### src/rtl/mem_port_arbiter_if.sv
// External memory port bundle shared by the IF/ME arbiter and the memory.
//   master : arbiter side  (drives address, write data and strobes)
//   slave  : memory side   (drives ext_Ack and ext_RdData)
// Signals:
//   ext_Addr    ADDR_W  external address
//   ext_WrData  DATA_W  external write data
//   ext_RdEn    1       read strobe, held until ack
//   ext_WrEn    1       write strobe, held until ack
//   ext_Ack     1       completion; read data valid in the same cycle
//   ext_RdData  DATA_W  read data
interface mem_port_arbiter_if #(
    parameter int ADDR_W = 32,
    parameter int DATA_W = 32
);
    logic [ADDR_W-1:0] ext_Addr;
    logic [DATA_W-1:0] ext_WrData;
    logic              ext_RdEn;
    logic              ext_WrEn;
    logic              ext_Ack;
    logic [DATA_W-1:0] ext_RdData;

    modport master (
        output ext_Addr, ext_WrData, ext_RdEn, ext_WrEn,
        input  ext_Ack, ext_RdData
    );

    modport slave (
        input  ext_Addr, ext_WrData, ext_RdEn, ext_WrEn,
        output ext_Ack, ext_RdData
    );
endinterface

### src/rtl/mem_port_arbiter.sv
// Arbiter sharing one external memory port between instruction fetch (IF)
// and the memory stage (ME). ME has priority; a one-shot "owed" flag lets a
// passed-over fetch win the next contended grant. A watchdog aborts accesses
// that are never acknowledged and raises a sticky bus_err.
// Ports:
//   clock, reset            clock and synchronous active-high reset
//   if_ReqEn/if_Addr        fetch read request (held until if_Done)
//   if_RdData/if_Done       fetched word and one-cycle completion pulse
//   me_RdEn/me_WrEn         ME load / store request (held until me_Done)
//   me_Addr/me_WrData       ME address and store data
//   me_RdData/me_Done       load data and one-cycle completion pulse
//   stall                   pipeline freeze (combinational)
//   bus_err                 sticky timeout flag
//   ext                     external memory bus (master side)
module mem_port_arbiter #(
    parameter int ADDR_W  = 32,
    parameter int DATA_W  = 32,
    parameter int TIMEOUT = 255
) (
    input  logic              clock,
    input  logic              reset,
    input  logic              if_ReqEn,
    input  logic [ADDR_W-1:0] if_Addr,
    output logic [DATA_W-1:0] if_RdData,
    output logic              if_Done,
    input  logic              me_RdEn,
    input  logic              me_WrEn,
    input  logic [ADDR_W-1:0] me_Addr,
    input  logic [DATA_W-1:0] me_WrData,
    output logic [DATA_W-1:0] me_RdData,
    output logic              me_Done,
    output logic              stall,
    output logic              bus_err,
    mem_port_arbiter_if.master ext
);

    typedef enum logic [1:0] {
        IDLE = 2'd0,
        DATA = 2'd1,
        INST = 2'd2
    } arbState_e;

    localparam logic [7:0] TIMEOUT_CNT = 8'(TIMEOUT);

    arbState_e         state;
    arbState_e         nextState;
    logic              ifOwed;
    logic              nextOwed;
    logic [7:0]        timeoutCnt;
    logic [7:0]        cntInc;
    logic              grantMe;
    logic              grantIf;
    logic              ackSeen;
    logic              abort;
    logic              meReq;
    logic [ADDR_W-1:0] addrReg;
    logic [DATA_W-1:0] wrDataReg;
    logic              rdStrobeReg;
    logic              wrStrobeReg;

    assign meReq = me_RdEn | me_WrEn;

    // Next-state, grant and completion decode.
    always_comb begin
        nextState = state;
        nextOwed  = ifOwed;
        grantMe   = 1'b0;
        grantIf   = 1'b0;
        ackSeen   = 1'b0;
        abort     = 1'b0;
        cntInc    = timeoutCnt + 8'd1;
        case (state)
            IDLE: begin
                if (meReq) begin
                    if (ifOwed && if_ReqEn) begin
                        nextState = INST;
                        nextOwed  = 1'b0;
                        grantIf   = 1'b1;
                    end else begin
                        // Fetch was passed over: it wins the next contention.
                        nextState = DATA;
                        nextOwed  = if_ReqEn;
                        grantMe   = 1'b1;
                    end
                end else if (if_ReqEn) begin
                    nextState = INST;
                    nextOwed  = 1'b0;
                    grantIf   = 1'b1;
                end else begin
                    nextState = IDLE;
                end
            end
            DATA, INST: begin
                // An ack in the final watchdog cycle still completes normally.
                if (ext.ext_Ack) begin
                    ackSeen   = 1'b1;
                    nextState = IDLE;
                end else if (cntInc == TIMEOUT_CNT) begin
                    abort     = 1'b1;
                    nextState = IDLE;
                end else begin
                    nextState = state;
                end
            end
            default: begin
                nextState = IDLE;
            end
        endcase
    end

    // FSM state, fairness flag and watchdog counter.
    always_ff @(posedge clock) begin
        if (reset) begin
            state      <= IDLE;
            ifOwed     <= 1'b0;
            timeoutCnt <= 8'd0;
        end else begin
            state  <= nextState;
            ifOwed <= nextOwed;
            if (grantMe || grantIf) begin
                timeoutCnt <= 8'd0;
            end else if (state != IDLE) begin
                timeoutCnt <= cntInc;
            end else begin
                timeoutCnt <= timeoutCnt;
            end
        end
    end

    // Grant latching: the winner's request drives the external bus.
    always_ff @(posedge clock) begin
        if (reset) begin
            addrReg     <= '0;
            wrDataReg   <= '0;
            rdStrobeReg <= 1'b0;
            wrStrobeReg <= 1'b0;
        end else if (grantMe) begin
            addrReg     <= me_Addr;
            wrDataReg   <= me_WrData;
            // A simultaneous read and write becomes a write only.
            rdStrobeReg <= ~me_WrEn;
            wrStrobeReg <= me_WrEn;
        end else if (grantIf) begin
            addrReg     <= if_Addr;
            wrDataReg   <= '0;
            rdStrobeReg <= 1'b1;
            wrStrobeReg <= 1'b0;
        end else if (ackSeen || abort) begin
            rdStrobeReg <= 1'b0;
            wrStrobeReg <= 1'b0;
        end else begin
            rdStrobeReg <= rdStrobeReg;
            wrStrobeReg <= wrStrobeReg;
        end
    end

    // Completion pulses, returned read data and sticky error flag.
    always_ff @(posedge clock) begin
        if (reset) begin
            if_Done   <= 1'b0;
            me_Done   <= 1'b0;
            if_RdData <= '0;
            me_RdData <= '0;
            bus_err   <= 1'b0;
        end else begin
            if_Done <= (ackSeen || abort) && (state == INST);
            me_Done <= (ackSeen || abort) && (state == DATA);
            if (state == INST && ackSeen) begin
                if_RdData <= ext.ext_RdData;
            end else if (state == INST && abort) begin
                if_RdData <= '0;
            end else begin
                if_RdData <= if_RdData;
            end
            if (state == DATA && ackSeen && rdStrobeReg) begin
                me_RdData <= ext.ext_RdData;
            end else if (state == DATA && abort) begin
                me_RdData <= '0;
            end else begin
                me_RdData <= me_RdData;
            end
            if (abort) begin
                bus_err <= 1'b1;
            end else begin
                bus_err <= bus_err;
            end
        end
    end

    assign ext.ext_Addr   = addrReg;
    assign ext.ext_WrData = wrDataReg;
    assign ext.ext_RdEn   = rdStrobeReg;
    assign ext.ext_WrEn   = wrStrobeReg;

    assign stall = (meReq & ~me_Done) | (if_ReqEn & ~if_Done);

endmodule

### src/flat_wrapper.sv
// flat-port wrapper written by rule: the top's interface ports become plain ports
module mem_port_arbiter_flat 
#(
    parameter int ADDR_W  = 32,
    parameter int DATA_W  = 32,
    parameter int TIMEOUT = 255
)
  (clock, reset, if_ReqEn, if_Addr, if_RdData, if_Done, me_RdEn, me_WrEn, me_Addr, me_WrData, me_RdData, me_Done, stall, bus_err, ext_ext_Addr, ext_ext_WrData, ext_ext_RdEn, ext_ext_WrEn, ext_ext_Ack, ext_ext_RdData);
  mem_port_arbiter_if #(.ADDR_W(ADDR_W), .DATA_W(DATA_W)) ext_i ();
  input  logic clock;
  input  logic reset;
  input  logic if_ReqEn;
  input  logic [ADDR_W-1:0] if_Addr;
  output logic [DATA_W-1:0] if_RdData;
  output logic if_Done;
  input  logic me_RdEn;
  input  logic me_WrEn;
  input  logic [ADDR_W-1:0] me_Addr;
  input  logic [DATA_W-1:0] me_WrData;
  output logic [DATA_W-1:0] me_RdData;
  output logic me_Done;
  output logic stall;
  output logic bus_err;
  output wire logic [$bits(ext_i.ext_Addr)-1:0] ext_ext_Addr;
  output wire logic [$bits(ext_i.ext_WrData)-1:0] ext_ext_WrData;
  output wire logic [$bits(ext_i.ext_RdEn)-1:0] ext_ext_RdEn;
  output wire logic [$bits(ext_i.ext_WrEn)-1:0] ext_ext_WrEn;
  input wire logic [$bits(ext_i.ext_Ack)-1:0] ext_ext_Ack;
  input wire logic [$bits(ext_i.ext_RdData)-1:0] ext_ext_RdData;
  assign ext_ext_Addr = ext_i.ext_Addr;
  assign ext_ext_WrData = ext_i.ext_WrData;
  assign ext_ext_RdEn = ext_i.ext_RdEn;
  assign ext_ext_WrEn = ext_i.ext_WrEn;
  assign ext_i.ext_Ack = ext_ext_Ack;
  assign ext_i.ext_RdData = ext_ext_RdData;
  mem_port_arbiter #(.ADDR_W(ADDR_W), .DATA_W(DATA_W), .TIMEOUT(TIMEOUT)) u_core (.clock(clock), .reset(reset), .if_ReqEn(if_ReqEn), .if_Addr(if_Addr), .if_RdData(if_RdData), .if_Done(if_Done), .me_RdEn(me_RdEn), .me_WrEn(me_WrEn), .me_Addr(me_Addr), .me_WrData(me_WrData), .me_RdData(me_RdData), .me_Done(me_Done), .stall(stall), .bus_err(bus_err), .ext(ext_i));
endmodule
### config.mk
export PLATFORM = sky130hd
export DESIGN_NAME = mem_port_arbiter_flat
export DESIGN_NICKNAME = d
export VERILOG_FILES = /design/src/rtl/mem_port_arbiter_if.sv /design/src/rtl/mem_port_arbiter.sv /design/src/flat_wrapper.sv
export SDC_FILE = /design/constraint.sdc
export NUM_CORES = 1
export LEC_CHECK = 0
export ABC_AREA = 1
export BUFFER_PORTS_ARGS = -buffer_cell sky130_fd_sc_hd__clkbuf_2
export CAP_MARGIN = 20
export CORE_MARGIN = 2
export CORE_UTILIZATION = 46
export CTS_CLUSTER_DIAMETER = 50
export CTS_CLUSTER_SIZE = 14
export DETAILED_ROUTE_END_ITERATION = 10
export GPL_TIMING_DRIVEN = 1
export PLACE_DENSITY = 0.76
export SYNTH_ARGS = -nofsm -noshare
export SYNTH_HDL_FRONTEND = slang
export SYNTH_SLANG_ARGS = --single-unit
### constraint.sdc
create_clock -name clock -period 2.2 [get_ports clock]
set_clock_uncertainty 0.15 [all_clocks]
set_input_delay 0.33 -clock clock [delete_from_list [all_inputs] [get_ports clock]]
set_output_delay 0.33 -clock clock [all_outputs]
set_load 0.02 [all_outputs]
# --- After elaboration in Yosys (flattened, before gate mapping) ---
# Index checks and enable logic that the tools add are counted.
op_classes:
  add_sub_neg: 1
  eq_ne: 4
  muxes: 34
  bitwise_logic: 7
  reduce_logical: 20
ops:
  columns: ["operator", "count"]
  rows:
  - ["$mux W32", 8]
  - ["$mux W1", 20]
  - ["$mux W2", 5]
  - ["$reduce_bool A2 Y1", 5]
  - ["$add A8 B1 Y8 const B", 1]
  - ["$eq A8 B8 Y1 const B", 1]
  - ["$logic_and A1 B1 Y1", 8]
  - ["$pmux W2 S2", 1]
  - ["$reduce_or A2 Y1", 2]
  - ["$ne A3 B2 Y1 const B", 1]
  - ["$not A1 Y1", 3]
  - ["$reduce_bool A3 Y1", 1]
  - ["$and A1 B1 Y1", 2]
  - ["$eq A2 B1 Y1 const B", 1]
  - ["$eq A2 B2 Y1 const B", 1]
  - ["$logic_not A2 Y1", 1]
  - ["$logic_or A1 B1 Y1", 2]
  - ["$or A1 B1 Y1", 2]
  - ["$reduce_and A2 Y1", 1]
totals:
  ff_bits: 144
  in_bits: 134
  out_inout_bits: 134
  elab_cells: 78

# --- Logic depth before layout (Yosys ltp) ---
logic_depth:
  word_depth: 9
  depth_mapped: 13
  depth_no_buf: 12

# --- Worst setup path after synthesis ---
# OpenSTA, ideal clock, no wires.
synth_timing:
  path_kind: "register -> register"
  startpoint: "reg u_core.state[0]"
  endpoint: "reg u_core.addrReg[24], in the netlist u_core.ext.ext_Addr[24]"
  setup_ns: 0.129
  arrival_time_ns: 1.619
  required_time_ns: 1.921
  path_slack_ns: 0.302
  stages_incl_launch_ff: 11
  n_path_buf: 3
  synth_period_minus_slack_ns: 1.898
  path_cell_list: "dfxtp_1 -> inv_1 -> ha_1 -> buf_2 -> inv_1 -> buf_2 -> nor2_4 -> clkbuf_1 -> or2_2 -> o211ai_1 -> o21ai_0"
synth_between:
  elab_chain_cells: 3
  word_cells_on_any_way: 5
  classes_between: "mux: 3; reduce/logical: 2"
synth_lines:
  columns: ["element", "line_no", "source"]
  rows:
  - ["start: declaration", "mem_port_arbiter.sv:45", "arbState_e state;"]
  - ["start signal: assignment", "mem_port_arbiter.sv:118", "state <= nextState;"]
  - ["$logic_not A2 Y1 *", "mem_port_arbiter.sv:72", "case (state)"]
  - ["$mux W1", "mem_port_arbiter.sv:72", null]
  - ["$mux W32 / $reduce_bool A2 Y1 (equally long branches)", null, null]
  - ["end signal: assignment", "mem_port_arbiter.sv:138", "addrReg <= me_Addr;"]
  - ["end signal: assignment", "mem_port_arbiter.sv:144", "addrReg <= if_Addr;"]
  - ["end: declaration", "mem_port_arbiter.sv:56", "logic [ADDR_W-1:0] addrReg;"]
# Every way passes the cells marked *; elsewhere a longest branch is shown, timed or not.
# A chain may end at the register's enable or synchronous reset.

# --- Final worst setup path ---
layout_timing:
  startpoint: "reg u_core.timeoutCnt[0]"
  endpoint: "reg u_core.if_RdData[26]"
layout_between:
  elab_chain_cells: 7
layout_lines:
  columns: ["element", "line_no", "source"]
  rows:
  - ["start: declaration", "mem_port_arbiter.sv:49", "logic [7:0] timeoutCnt;"]
  - ["start signal: assignment", "mem_port_arbiter.sv:123", "timeoutCnt <= cntInc;"]
  - ["start signal: assignment", "mem_port_arbiter.sv:125", "timeoutCnt <= timeoutCnt;"]
  - ["$add A8 B1 Y8", "mem_port_arbiter.sv:71", "cntInc = timeoutCnt + 8'd1;"]
  - ["$eq A8 B8 Y1", "mem_port_arbiter.sv:98", "end else if (cntInc == TIMEOUT_CNT) begin"]
  - ["$mux W1", "mem_port_arbiter.sv:98", null]
  - ["$mux W1", "mem_port_arbiter.sv:95", "if (ext.ext_Ack) begin"]
  - ["$mux W1", "mem_port_arbiter.sv:72", null]
  - ["$logic_and A1 B1 Y1", "mem_port_arbiter.sv:170", "end else if (state == INST && abort) begin"]
  - ["$reduce_bool A2 Y1 (no source line)", null, null]
  - ["end signal: assignment", "mem_port_arbiter.sv:169", "if_RdData <= ext.ext_RdData;"]
  - ["end signal: assignment", "mem_port_arbiter.sv:173", "if_RdData <= if_RdData;"]
  - ["end: declaration", "mem_port_arbiter.sv:24", "output logic [DATA_W-1:0] if_RdData,"]
# No other way between the ends.

==> flow_metrics.tcl <==
set metrics [dict create \
    status "complete, no violations" \
    synth-seq-cells 144 \
    coreArea_um2 12000 \
    crit_path_max_incr_delay_ps 340 \
    setup-tns-final_ps 0 \
    detail_route.iter0.violations 549 \
    syn_to_final_growth_pct 41.6 \
    first_global_vias 5752 \
    worstPathRequired_ps 2330 \
    synth_area_um2 5660 \
    cts-buffers-inserted 17 \
    post-route-drc-count 0 \
    critPathLaunchType "flop" \
    dieArea_um2 13200 \
    worstMarginPinSlew_ps 577 \
    dp_hpwl_mm 11.6 \
    global_route.overflow_total 0 \
    cts.clk_slew.worst_paths_ps 60 \
    groute.usage.overall 0.267 \
    finish.utilization 0.667 \
    layout_worst_path_cycle_share 0.907 \
    drt-pass1-iter-count 5 \
    yosysWarningCount 0 \
    first_pass_grt_wire_length_mm 27.9 \
    clkLatencyLatePin_ps 410 \
    cap_violations 0 \
    critPathMaxFanout 24 \
    slew_headroom 0.614 \
    antenna_found_initial 0 \
    cts_num_sinks 144 \
    n_antenna_cell 0 \
    slowest_stage_cell_cp "sky130_fd_sc_hd__dfxtp_1" \
    layout.filler_cells 1009 \
    post_drt_wl_per_cell_um 15.1 \
    route.detailed.vias_per_inst 5.19 \
    wl_met3_mm 1.23 \
    synth.yosys.seq_area_share 0.510 \
    critical_path.cell_chain "ha_1, nand2_1, inv_1, nand3_1, nand2_1, nand2_1, nor2_2, nand3_2, nand2_2, nand2_2, buf_12, nand2_1, a21oi_1" \
    postRouteAntennaNets 0 \
    final.setup.worst_slack_ps 205 \
    pre_cts_slack_ps 187 \
    fmaxAchievable_mhz 501 \
    min_path_cells 3 \
    seq_area_um2 2880 \
    multiInputGateArea_um2 2450 \
    std_cell_rows 40 \
    timing.reg2reg.worst_path_depth 13 \
    grt_setup_unrepaired "false" \
    netlist_top_cells_area "sky130_fd_sc_hd__dfxtp_1, sky130_fd_sc_hd__nand2_1, sky130_fd_sc_hd__a21oi_1" \
    yosysUniqueCellTypes 25 \
    clockRootBuffer "sky130_fd_sc_hd__clkbuf_16" \
    setup_viol_count_final 0 \
    worst_hold_path_type "in -> reg" \
    synthDominantAreaCellType "sky130_fd_sc_hd__dfxtp_1" \
    most_repeated_library_cell_on_the_critical_path "sky130_fd_sc_hd__nand2_1" \
    final_cell_mix "sky130_fd_sc_hd__clkbuf_2, sky130_fd_sc_hd__nand2_1, sky130_fd_sc_hd__dfxtp_1" \
    io_pins 268 \
    gp_congestion 0.854 \
    timing.critical_path.arrival_ps 2120 \
    grt_max_degree 65 \
    htreeDepth 4 \
    timing_max_transition_violations_final 0 \
    clock_tree.buffer_depth 2 \
    route.top_layer_used "met4" \
    layout_commonest_cell "sky130_fd_sc_hd__clkbuf_2" \
    worst_setup_ep_type "flop" \
    cts_tree "built" \
    synth.avg_cell_area_um2 7.78 \
    m1WireLength_mm 7.25 \
    shortest_period_the_worst_path_allows_ps 2000 \
    fp.dieH_um 115 \
    routed-via-count 6051 \
    floorplan.initialDensity 0.471 \
    vdd_ir_drop_max_v 0.000800 \
    power_density_nw_per_um2 995 \
    synth_nets 866 \
    worst-setup-path-type "reg -> reg" \
    routed_wirelength_mm 17.6 \
    area_share_of_the_largest_cell_type_after_synthesis 0.510 \
    layout-drive-gt1-share 0.352 \
    finish.net_count 1145 \
    numPortBuffers 267 \
    dieWidth_um 115 \
    timing_hold_violations_final 0 \
    gate_count_after_technology_mapping 727 \
    met2RoutedLength_mm 8.65 \
    power_leakage_nw 3.60 \
]
registers in the layout, indices dropped and copies added (netlist names), 2 cells and up:
signal / flops
u_core.ext.ext_Addr: 32
u_core.ext.ext_WrData: 32
u_core.if_RdData: 32
u_core.me_RdData: 32
u_core.timeoutCnt: 8
u_core.state: 2
worst max-delay path, delay by kind of cell (launching register included):
family / cells / cell delay [ps]
adders and majority gates: 1 / 210
buffers and inverters: 2 / 260
and+or+nand+nor: 9 / 840
AOI/OAI and AO/OA: 1 / 60
DFF: 1 / 340
layer usage:
metal  up-vias  track usage
li1       2979            -
met1      2781        0.323
met2       253        0.443
met3        38       0.0843
met4         0        0.104
met5         -            0
stage by stage:
stage / instance area (µm²) / total power [W] / hold slack [ps] / std cells
global route: 8010 / 0.00835 / 2.36 / 1166
finish: 8010 / 0.00797 / 11.6 / 1166
detailed placement: 7160 / 0.00511 / 294 / 1109
CTS: 8010 / 0.00798 / 0.835 / 1166
global placement: 7160 / 0.00508 / 289 / 1109
floorplan: 5660 / 0.00435 / 317 / 727
cell usage after synthesis:
cell type,number
sky130_fd_sc_hd__o211ai_1,35
sky130_fd_sc_hd__buf_2,9
sky130_fd_sc_hd__or2_2,32
sky130_fd_sc_hd__nand3_1,39
sky130_fd_sc_hd__inv_2,1
sky130_fd_sc_hd__nand3_2,2
sky130_fd_sc_hd__a21oi_2,1
sky130_fd_sc_hd__inv_1,29
sky130_fd_sc_hd__o22ai_1,2
sky130_fd_sc_hd__ha_1,5
sky130_fd_sc_hd__dfxtp_1,144
sky130_fd_sc_hd__o21ai_1,1
sky130_fd_sc_hd__a21boi_0,1
sky130_fd_sc_hd__o21ai_0,65
sky130_fd_sc_hd__nand4_1,7
sky130_fd_sc_hd__a21oi_1,73
sky130_fd_sc_hd__nor2_4,1
sky130_fd_sc_hd__nor2_1,13
sky130_fd_sc_hd__nor2_2,1
sky130_fd_sc_hd__clkbuf_1,38
sky130_fd_sc_hd__buf_6,3
sky130_fd_sc_hd__nand2_1,219
sky130_fd_sc_hd__nand2_2,2
sky130_fd_sc_hd__o21bai_1,1
sky130_fd_sc_hd__a211oi_1,3
worst paths after layout:
check | slack (ps) | from | end
worst min-delay path | 10 | me_WrData[13] | u_core.ext.ext_WrData[13]
worst max register to register | 200 | u_core.timeoutCnt[0] | u_core.if_RdData[26]
worst min register to register | 300 | u_core.ext.ext_Addr[24] | u_core.ext.ext_Addr[24]
worst max-delay path | 200 | u_core.timeoutCnt[0] | u_core.if_RdData[26]
cell families after synthesis:
kind of cell / synth area share
buf+inv: 0.0591
simple gates: 0.240
fa+ha+maj: 0.0111
compound gates: 0.180
flops: 0.510
final cells by class:
cell class,instances,share of cell area
repair buffers,310,0.223
clock buffers,22,0.0604
clock inverters,10,0.0136
well taps,147,0.0230
inverters,30,0.0145
multi-input cells,503,0.306
flip-flops and latches,144,0.360
power by group:
group | internal [W] | switching, W
clock network | 0.00178 | 0.00108
registers | 0.00293 | 0.000178
logic | 0.000743 | 0.00126
total | 0.00545 | 0.00252
timing repair:
action / in CTS / in global routing
setup endpoints to repair: 0 / 1
resized for setup: 0 / 1
hold buffers: 25 / 0
endpoints found under the hold margin: 26 / 0
setup buffers: 0 / 0
No activity file was read; power rests on OpenSTA's default activity.
